**src/rtl/wait_ctrl.sv**
```systemverilog
// Initiator for the WAIT delay handshake: accepts a tick count, pulses start, tracks busy rise/fall, returns done/err.
// Optional busy-cycle counter output is enabled by defining WAITCTRL_CYCCOUNT_EN.
module wait_ctrl #(
    parameter int ARM_TIMEOUT = 4,
    parameter int CNT_W       = 16
) (
    input  logic             clk,
    input  logic             rst,
    input  logic             cmd_valid,
    input  logic [7:0]       cmd_ticks,
    output logic             cmd_ready,
    output logic             start,
    output logic [7:0]       dout,
    input  logic             busy,
    output logic             stall,
    output logic             done,
`ifdef WAITCTRL_CYCCOUNT_EN
    output logic [CNT_W-1:0] busy_cycles,
`endif
    output logic             err
);

    localparam int ARM_W = $clog2(ARM_TIMEOUT);
    localparam logic [ARM_W-1:0] ARM_LAST = ARM_W'(ARM_TIMEOUT - 1);

    typedef enum logic [2:0] {
        S_IDLE  = 3'd0,
        S_ISSUE = 3'd1,
        S_ARM   = 3'd2,
        S_BUSY  = 3'd3,
        S_DONE  = 3'd4
    } state_t;

    state_t           state_q, state_d;
    logic [ARM_W-1:0] arm_cnt_q, arm_cnt_d;
    logic [7:0]       dout_q, dout_d;
    logic             start_q, start_d;
    logic             done_q, done_d;
    logic             err_q, err_d;
    logic             stall_q, stall_d;
    logic             accept;

    assign cmd_ready = (state_q == S_IDLE) && !busy;
    assign accept    = cmd_valid && cmd_ready;

    always_comb begin
        state_d   = state_q;
        arm_cnt_d = arm_cnt_q;
        dout_d    = dout_q;
        err_d     = 1'b0;
        case (state_q)
            S_IDLE: begin
                if (accept) begin
                    dout_d  = cmd_ticks;
                    // The WAIT unit ignores zero counts, so skip the handshake entirely.
                    state_d = (cmd_ticks != 8'd0) ? S_ISSUE : S_DONE;
                end
            end
            S_ISSUE: begin
                arm_cnt_d = '0;
                state_d   = S_ARM;
            end
            S_ARM: begin
                if (busy) begin
                    state_d = S_BUSY;
                end else if (arm_cnt_q == ARM_LAST) begin
                    state_d = S_DONE;
                    err_d   = 1'b1;
                end else begin
                    arm_cnt_d = arm_cnt_q + ARM_W'(1);
                end
            end
            S_BUSY: begin
                if (!busy) state_d = S_DONE;
            end
            S_DONE:  state_d = S_IDLE;
            default: state_d = S_IDLE;
        endcase
        start_d = (state_d == S_ISSUE);
        done_d  = (state_d == S_DONE);
        stall_d = (state_d != S_IDLE);
    end

    always_ff @(posedge clk) begin
        if (rst) begin
            state_q   <= S_IDLE;
            arm_cnt_q <= '0;
            dout_q    <= 8'd0;
            start_q   <= 1'b0;
            done_q    <= 1'b0;
            err_q     <= 1'b0;
            stall_q   <= 1'b0;
        end else begin
            state_q   <= state_d;
            arm_cnt_q <= arm_cnt_d;
            dout_q    <= dout_d;
            start_q   <= start_d;
            done_q    <= done_d;
            err_q     <= err_d;
            stall_q   <= stall_d;
        end
    end

    assign start = start_q;
    assign dout  = dout_q;
    assign done  = done_q;
    assign err   = err_q;
    assign stall = stall_q;

`ifdef WAITCTRL_CYCCOUNT_EN
    logic [CNT_W-1:0] bcnt_q, bcnt_d;

    // The busy-high cycle that moves S_ARM to S_BUSY is counted too, so the total equals the busy pulse width.
    always_comb begin
        bcnt_d = bcnt_q;
        if (accept) begin
            bcnt_d = '0;
        end else if (((state_q == S_ARM) || (state_q == S_BUSY)) && busy && (bcnt_q != '1)) begin
            bcnt_d = bcnt_q + CNT_W'(1);
        end
    end

    always_ff @(posedge clk) begin
        if (rst) bcnt_q <= '0;
        else     bcnt_q <= bcnt_d;
    end

    assign busy_cycles = bcnt_q;
`endif

endmodule

```
**config.mk**
```make
export PLATFORM = sky130hd
export DESIGN_NAME = wait_ctrl
export DESIGN_NICKNAME = d
export VERILOG_FILES = /design/src/rtl/wait_ctrl.sv
export SDC_FILE = /design/constraint.sdc
export NUM_CORES = 1
export LEC_CHECK = 0
export ABC_AREA = 1
export CORE_UTILIZATION = 24
export CTS_BUF_LIST = sky130_fd_sc_hd__clkbuf_16
export DETAILED_ROUTE_END_ITERATION = 7
export PLACE_DENSITY = 0.51
export SLEW_MARGIN = 0
export SYNTH_ARGS = -nofsm -noshare
export SYNTH_HDL_FRONTEND = slang
export SYNTH_SLANG_ARGS = --single-unit
```
**constraint.sdc**
```tcl
create_clock -name clk -period 1.1 [get_ports clk]
set_input_delay 0.165 -clock clk [delete_from_list [all_inputs] [get_ports clk]]
set_output_delay 0.165 -clock clk [all_outputs]
set_load 0.01 [all_outputs]
```
==> results list, run 1 <==
- For this run, design rule violations remaining after detail routing come to 0.
- Via count of the first global-routing pass: 750
- The min-delay analysis places its worst path in the category register to register.
- Number of buffers created by CTS: 3
* Worst reg2reg setup slack: -0.11 ns
- Flip-flop and latch count after synthesis: 17
- Of the total synthesized cell area, the portion taken by full adders, half adders and majority gates is 1.618%.
- Global Route Usage Sum: 11.94%
* Final Cell Area: 1329 sq um
- Dominant register cell in the synthesized netlist: sky130_fd_sc_hd__dfxtp_1
* Sort of element at the start of the critical path: register
- Final number of max-transition violations: 0
- Initial cell density of the core: 25.33%
- Clock-pin slew was measured on the worst setup and hold paths at 0.05 ns.
- Fraction of layout cells with a size suffix above 1: 39.86%
* Worst EP arrival: 1.39 ns
- P per Cell Area: 1348 nW/um^2
- At the placement stage, the worst setup path has a slack of -0.4514 ns.
- The biggest area contributor in the post-synthesis netlist is sky130_fd_sc_hd__dfxtp_1.
* Post-synth top area share: 44.01%
- By area, the combinational part of the netlist is dominated by simple AND/OR/NAND/NOR gates.
* Synthesized-area fraction occupied by ao, oa, aoi and oai cells: 14.08%
* Maximum number of buffers from clock root to sink: 2
- Slew HR: 79.53%
- Sink count of the clock tree: 17
* CP required: 1.28 ns
* Nets in the synthesized netlist: 113
* Remaining antenna violation count: 0
* Cell area after synthesis: 773.2 sq um
- For this run the aggregate overflow at the end of global routing stands at 0.
- The worst hold path terminates at dout[7].
- Filler instances: 340
- Sequential cells were found to cover 44.01% of the synthesized design area.
- In the finished design, the share of the clock period the worst path needs comes to 109.6%.
* Clock tree from TritonCTS: built
- During synthesis, Yosys emitted a total of 0 warnings.
* Core footprint: 3053 sq um
* Drt total wl: 1.719 mm
* Count of routing violations after the opening detailed-route iteration: 21
* Critical R2R Launch: state_q[2]
- Wire length of the first global-routing pass: 3.063 mm
- Post-CTS timing repair inserted 0 buffers for setup.
- Post-route minimum period: 1.205 ns
- Xor and xnor area share after synthesis: 0%
- The run finished, with violations left.
* Violations in the final reports: negative setup slack
* 1st-pass router iterations: 4
- During placement, the flow inserted port buffers numbering 24.
- Top fanout value on the critical path: 8
- Across the run, the number of max-cap violations was 0.
- VDD sags by at most 0.5275 mV.
- Routability congestion estimate: 0.7836
- Each instance of the synthesized netlist takes up on average 7.732 sq um.
- Clk Latency, worst-skew pair: 0.25 ns
- Floorplan die width: 58.76 microns
* Maximum number of pins on one net before global-route repair: 11
* Drt via density: 3.957
* P_leak: 0.6353 nW
- Post-DP HPWL: 1.335 mm
- In this run the core area contains 20 standard-cell rows.
- Wire per inst: 9.193 microns
- At the pin with the least slew margin, the transition time is 0.3047 ns.
* Area contributors post-synth: sky130_fd_sc_hd__dfxtp_1 (44%), sky130_fd_sc_hd__nor2_1 (9.2%), sky130_fd_sc_hd__inv_1 (6.8%)
- In this run the most critical hold path is launched from dout[7].
- In this run, synthesis inferred 0 flip-flops with an integrated enable.
- Unrepaired setup endpoints after global routing: true
- Setup violations remaining at the end of the flow were counted as 13.
- Master cell of the clock root buffer: sky130_fd_sc_hd__clkbuf_16
- CTS built an H-tree with a depth of 1.
* Number of antenna violations at the first check in global routing: 0
- After clock tree synthesis, the flow added hold-fix buffers numbering 0.
- Most frequent cell after synthesis: sky130_fd_sc_hd__nor2_1
- After Yosys synthesis, and, or, nand and nor cells account for 29.77% of the synthesized area.
- # diodes: 0
- Measured against the total synthesized area, the mux share comes to 0%.
- Async set or reset register ratio after synthesis: 0%
* Distinct cells, synth: 22
- Number of cell instances on the worst register-to-register path: 7
- Endpoints failing hold: 0
- Across all setup checks in the final design, the least slack found is -0.1052 ns.
- From bottom edge to top edge, the die measures 58.76 microns.
- Element type at the critical path end: register
- Sorting the synthesized cells by how often they occur yields sky130_fd_sc_hd__nor2_1 (19), sky130_fd_sc_hd__dfxtp_1 (17), sky130_fd_sc_hd__inv_1 (14), sky130_fd_sc_hd__nand2_1 (14), sky130_fd_sc_hd__a21oi_1 (6).
- Derived from the worst setup path, the maximum achievable clock frequency is 829.7 MHz.
- Hold Path Cell Cnt: 2
- Total placed instance area: 1177 sq um
* Destination of the worst register-to-register timing path: dout[4]
* Total I/O pin count: 25
- Final nets: 157
- From synthesis to final layout, the design area changed by 71.84%.
- Type of the setup path with the least slack: register to register
* Setup skew after layout: 0.002481 ns
* Post-synthesis instance total: 100
* Area of the die: 3453 sq um
- Detailed routing inserted a total of 740 vias.
-- cell usage in the layout (no fill, tap or decap), drive strengths merged --
master,instances
inv,15
dlygate4sd2,12
nand2,17
clkdlybuf4s50,10
clkinv,1
nand4,1
o21ai,9
nand3b,1
dfxtp,17
buf,18
clkbuf,3
nand3,2
nor2,23
clkdlybuf4s15,1
nor3,3
ha,1
a21oi,9
-- worst max-delay path by stage --
stage | from | slack, ns | cells past startpoint | end
after global placement | busy | -0.48 | 5 | cmd_ready
after global routing | state_q[2] | -0.18 | 7 | dout[6]
after detailed placement | busy | -0.45 | 5 | cmd_ready
after floorplan | arm_cnt_q[0] | 0.002 | 7 | stall
final | state_q[2] | -0.11 | 7 | dout[4]
after CTS | state_q[0] | -0.15 | 7 | dout[3]
-- cells by family (layout without fill, tap and decap cells) --
group | after synthesis | after routing
and+or+nand+nor | 47 | 47
buffers and inverters | 17 | 60
adders and majority gates | 1 | 1
DFF | 17 | 17
AOI/OAI and AO/OA | 18 | 18
-- flip-flops by register name, summed over array words and instances, names as in the netlist --
register,cells
arm_cnt_q,2
done,1
dout,8
err,1
stall,1
start,1
state_q,3
-- metal layers --
metal | GRT usage, % | up-vias | part of all wire, %
met1 | 13.34 | 318 | 45
li1 | - | 400 | -
met2 | 19.81 | 20 | 47
met5 | 0 | - | 0
met4 | 6.122 | 0 | 0.64
met3 | 4.396 | 2 | 7.2
-- through the flow --
stage | cells | util, % | setup TNS, ns | power, mW | hold WS, ns
floorplan | 100 | - | 0 | 0.8786 | 0.2927
global placement | 183 | 38.57 | -5.944 | 1.068 | 0.4577
detailed placement | 183 | 38.57 | -5.608 | 1.070 | 0.4645
CTS | 187 | 42.91 | -1.310 | 1.820 | 0.4671
global route | 187 | 43.52 | -2.055 | 1.891 | 0.5066
finish | 187 | 43.52 | -0.8010 | 1.791 | 0.4711
-- cell type report --
| class | count | area (sq um) | share of cell area (%) |
|---|---|---|---|
| multi-input combinational | 66 | 426.7 | 32.11 |
| sequential | 17 | 345.3 | 25.99 |
| timing repair buffer | 41 | 362.8 | 27.31 |
| inverter | 15 | 58.81 | 4.426 |
| clock buffer | 3 | 75.07 | 5.650 |
| clock inverter | 1 | 5.005 | 0.3766 |
| tap | 44 | 55.05 | 4.143 |
-- repair_timing --
action                                 4_1_cts  5_1_grt
endpoints found under the hold margin        0        0
pin swaps                                   14        6
setup endpoints to repair                   29       19
resized for setup                           37       10
-- worst max-delay path, cell delays in order (launching register included) --
cell and delay [ns]:
sky130_fd_sc_hd__dfxtp_2 0.33, sky130_fd_sc_hd__nor2_4 0.13, sky130_fd_sc_hd__nand2_4 0.06, sky130_fd_sc_hd__buf_6 0.12
sky130_fd_sc_hd__nor2_8 0.19, sky130_fd_sc_hd__buf_6 0.16, sky130_fd_sc_hd__o21ai_1 0.05, sky130_fd_sc_hd__nor2_1 0.08
-- where the power goes --
part           switching, mW  leakage [nW]  internal [mW]
registers             0.0234         0.141          0.660
logic                  0.192         0.454          0.192
clock network          0.236        0.0409          0.486
total                  0.452         0.635           1.34
Note: power is estimated with default switching activity, not from simulation.
==> run 2: changes to the inputs <==
--- a/config.mk
+++ b/config.mk
@@ -6,10 +6,10 @@
 export NUM_CORES = 1
 export LEC_CHECK = 0
 export ABC_AREA = 1
-export CORE_UTILIZATION = 24
+export CORE_UTILIZATION = 39
 export CTS_BUF_LIST = sky130_fd_sc_hd__clkbuf_16
 export DETAILED_ROUTE_END_ITERATION = 7
-export PLACE_DENSITY = 0.51
+export PLACE_DENSITY = 0.74
 export SLEW_MARGIN = 0
 export SYNTH_ARGS = -nofsm -noshare
 export SYNTH_HDL_FRONTEND = slang
==> run 2 against run 1 <==
The flow still finishes with violations (negative setup slack). Cell area decreased by 2.9%. Critical path depth increased by 1. Power grew 1.3%. Global-route usage increased by 8.8 points. Sequential power is 0.6% higher. Clock skew fell by 0.0016 ns. Worst hold slack gained 0.0074 ns. Critical path type unchanged.
==> results list, run 2 (synthesis gave the netlist of run 1 again) <==
- Via count of the first global-routing pass: 757 (was 750)
- The worst slack on hold paths is 0.4786 ns (was 0.4711 ns).
- Reg area: 344.1 sq um (was 345.3 sq um)
* Commonest non-fill, non-tap cell in the layout: sky130_fd_sc_hd__nor2_1 (unchanged)
- Layer with the highest usage after global routing: met2 (unchanged)
- The overall overflow remaining after global route was 0 (unchanged).
- Maximum number of buffers from clock root to sink: 2 (unchanged)
* Met1 track demand over resource in global routing: 20.47% (was 13.34%)
- 1st-pass router iterations: 4 (unchanged)
* Fraction of layout cells with a size suffix above 1: 35.86% (was 39.86%)
* Filler instances: 150 (was 340)
* Slew @ Worst Pin: 0.3269 ns (was 0.3047 ns)
* Floorplan die width: 46.53 microns (was 58.76 microns)
* Final number of max-transition violations: 0 (unchanged)
- The routed via count divided by cell count came to 4.606 (was 3.957).
- Sort of element at the start of the critical path: register (unchanged)
- Met2 track demand over resource: 39.17% (was 19.81%)
- The worst clock skew on the final layout is 0.0008463 ns (was 0.002481 ns).
- The count of vias placed by the detailed router is 783 (was 740).
- P_leak: 0.6383 nW (was 0.6353 nW)
- The total of endpoints with negative setup slack in the final report is 11 (was 13).
- # H-tree levels: 1 (unchanged)
- The routed wire length was 1.880 mm (was 1.719 mm).
- Outcome: finished, violations left (unchanged)
- The power per cell area came to 1407 nW/um^2 (was 1348 nW/um^2).
- The maximum fanout count along the critical path is 5 (was 8).
- The first-pass GRT wire length is 3.063 mm (unchanged).
- Launch point of the worst path: state_q[0] (was state_q[2])
- Area occupied by multi-input gates: 405.4 sq um (was 426.7 sq um)
* Number of buffers created by CTS: 3 (unchanged)
- Wire per inst: 11.06 microns (was 9.193 microns)
- Area Growth Syn to Fin: 66.83% (was 71.84%)
* GR Layer Usage met3: 5.882% (was 4.396%)
* Post-route minimum period: 1.174 ns (was 1.205 ns)
* Worst EP arrival: 1.35 ns (was 1.39 ns)
- The clock root buffer master was sky130_fd_sc_hd__clkbuf_16 (unchanged).
- The type of element capturing the critical path was a register (unchanged).
* Worst Hold Class: register to register (unchanged)
- Unrepaired setup endpoints after global routing: true (unchanged)
- The remaining design rule violation count was 0 (unchanged).
- Endpoints failing hold: 0 (unchanged)
- Slew HR: 78.18% (was 79.53%)
- The portion of the clock cycle consumed by the worst path in the final layout was 106.7% (was 109.6%).
* Highest-count cells in the layout ignoring fill and taps: sky130_fd_sc_hd__nor2_1 (18), sky130_fd_sc_hd__dfxtp_1 (14), sky130_fd_sc_hd__inv_1 (13), sky130_fd_sc_hd__dlygate4sd2_1 (13), sky130_fd_sc_hd__buf_4 (13) (was sky130_fd_sc_hd__nor2_1 (17), sky130_fd_sc_hd__inv_1 (13), sky130_fd_sc_hd__dfxtp_1 (13), sky130_fd_sc_hd__buf_4 (13), sky130_fd_sc_hd__dlygate4sd2_1 (12))
- The total routing resource utilization after global routing is 20.72% (was 11.94%).
* Violations in the final reports: negative setup slack (unchanged)
- The number of maximum-capacitance violations came to 0 (unchanged).
* Maximum number of pins on one net before global-route repair: 11 (unchanged)
- The number of nets at the end of the flow was 159 (was 157).
* Post-DP HPWL: 1.249 mm (was 1.335 mm)
* Number of standard-cell rows in the floorplan: 15 (was 20)
- The category of the most critical setup path is register to register (unchanged).
- Core footprint: 1783 sq um (was 3053 sq um)
- The maximum ir drop on the vdd rail is 0.9160 mV (was 0.5275 mV).
- Routability congestion estimate: 0.8092 (was 0.7836)
- The clock latency reported for the late side of the worst-skew pair came to 0.25 ns (about the same).
* Sink count of the clock tree: 17 (unchanged)
* Die height: 46.53 microns (was 58.76 microns)
* Clock slew seen by the registers of the worst setup and hold paths: 0.05 ns (about the same)
- The slack of the critical path was -0.07389 ns (was -0.1052 ns).
- CP required: 1.28 ns (about the same)
- The I/O pin total is 25 (unchanged).
* Max FFs per register: 8 (unchanged)
- The number of antenna violations at the first check in global routing came to 0 (unchanged).
* Port Buf Inserts: 24 (unchanged)
* Worst setup slack after placement: -0.4496 ns (was -0.4514 ns)
- The TritonCTS clock tree is built (unchanged).
* Critical R2R Launch: state_q[0] (was state_q[2])
- Initial cell density of the core: 43.37% (was 25.33%)
* Max Clk Rate: 851.9 MHz (was 829.7 MHz)
- The area of the die came to 2165 sq um (was 3453 sq um).
- The number of antenna repair diodes is 0 (unchanged).
* Count of routing violations after the opening detailed-route iteration: 10 (was 21)
* Hold_sp: dout[7] (unchanged)
- Remaining antenna violation count: 0 (unchanged)
==> run 2: changes by cell type in the layout (fill, tap and decap cells not counted), moves of 2 or more <==
| cell | before | now |
|---|---|---|
| sky130_fd_sc_hd__nand2_4 | 3 | 1 |
| sky130_fd_sc_hd__a21oi_2 | 9 | 3 |
| sky130_fd_sc_hd__nor2_4 | 1 | 3 |
| sky130_fd_sc_hd__nor2_2 | 4 | 2 |
| sky130_fd_sc_hd__nand2_1 | 9 | 11 |
| sky130_fd_sc_hd__o21ai_2 | 4 | 6 |
| sky130_fd_sc_hd__a21oi_1 | 0 | 6 |
==> run 2: per-stage QoR <==
| stage | cells | util (%) | power, mW | cell area [sq um] | setup TNS, ns |
|---|---|---|---|---|---|
| floorplan | 100 | - | 0.8786 | 779.5 | 0 |
| global placement | 163 | 64.28 | 1.062 | 1146 | -5.665 |
| detailed placement | 163 | 64.28 | 1.069 | 1146 | -5.763 |
| CTS | 170 | 71.51 | 1.807 | 1275 | -0.4712 |
| global route | 170 | 72.35 | 1.896 | 1290 | -1.369 |
| finish | 170 | 72.35 | 1.815 | 1290 | -0.3951 |
==> run 2: path summary, 6_finish.rpt <==
| path | cells past startpoint | slack [ns] | to |
|---|---|---|---|
| hold reg to reg | 2 | 0.48 | dout[7] |
| setup / recovery | 8 | -0.07 | stall |
| hold / removal | 2 | 0.48 | dout[7] |
| setup reg to reg | 8 | -0.07 | stall |
==> run 2: critical path, stage by stage (launching register included) <==
cell	delay [ns]
sky130_fd_sc_hd__dfxtp_2	0.33
sky130_fd_sc_hd__nor2_4	0.14
sky130_fd_sc_hd__nand2_4	0.06
sky130_fd_sc_hd__buf_6	0.13
sky130_fd_sc_hd__nor2_8	0.13
sky130_fd_sc_hd__nand2_2	0.09
sky130_fd_sc_hd__nand2_1	0.07
sky130_fd_sc_hd__nor2_1	0.04
sky130_fd_sc_hd__nor2_1	0.11
==> run 2: cell type report <==
cell class | count | share of cell area (%)
Clock buffer | 3 | 5.820
Clock inverter | 1 | 0.3880
Inverter | 15 | 4.365
Multi-Input combinational cell | 67 | 31.43
Sequential cell | 17 | 26.67
Tap cell | 25 | 2.425
Timing Repair Buffer | 42 | 28.90
==> run 2: where the power goes <==
group,total [mW],switching [mW],internal (mW)
Sequential,0.688,0.0263,0.662
Clock,0.723,0.237,0.486
Combinational,0.403,0.202,0.202
==> run 2: layer usage <==
metal,up-vias,wire [microns]
met5,-,0
met4,0,25
met3,4,75
met2,21,1037
met1,354,741
li1,404,-
==> run 2: repair_timing <==
item | 4_1_cts | 5_1_grt
endpoints found under the setup margin | 29 | 18
gates resized for setup | 32 | 6
gates cloned | 1 | 0
buffers inserted | 2 | 0
pin swaps | 7 | 4
hold buffers | 0 | 0
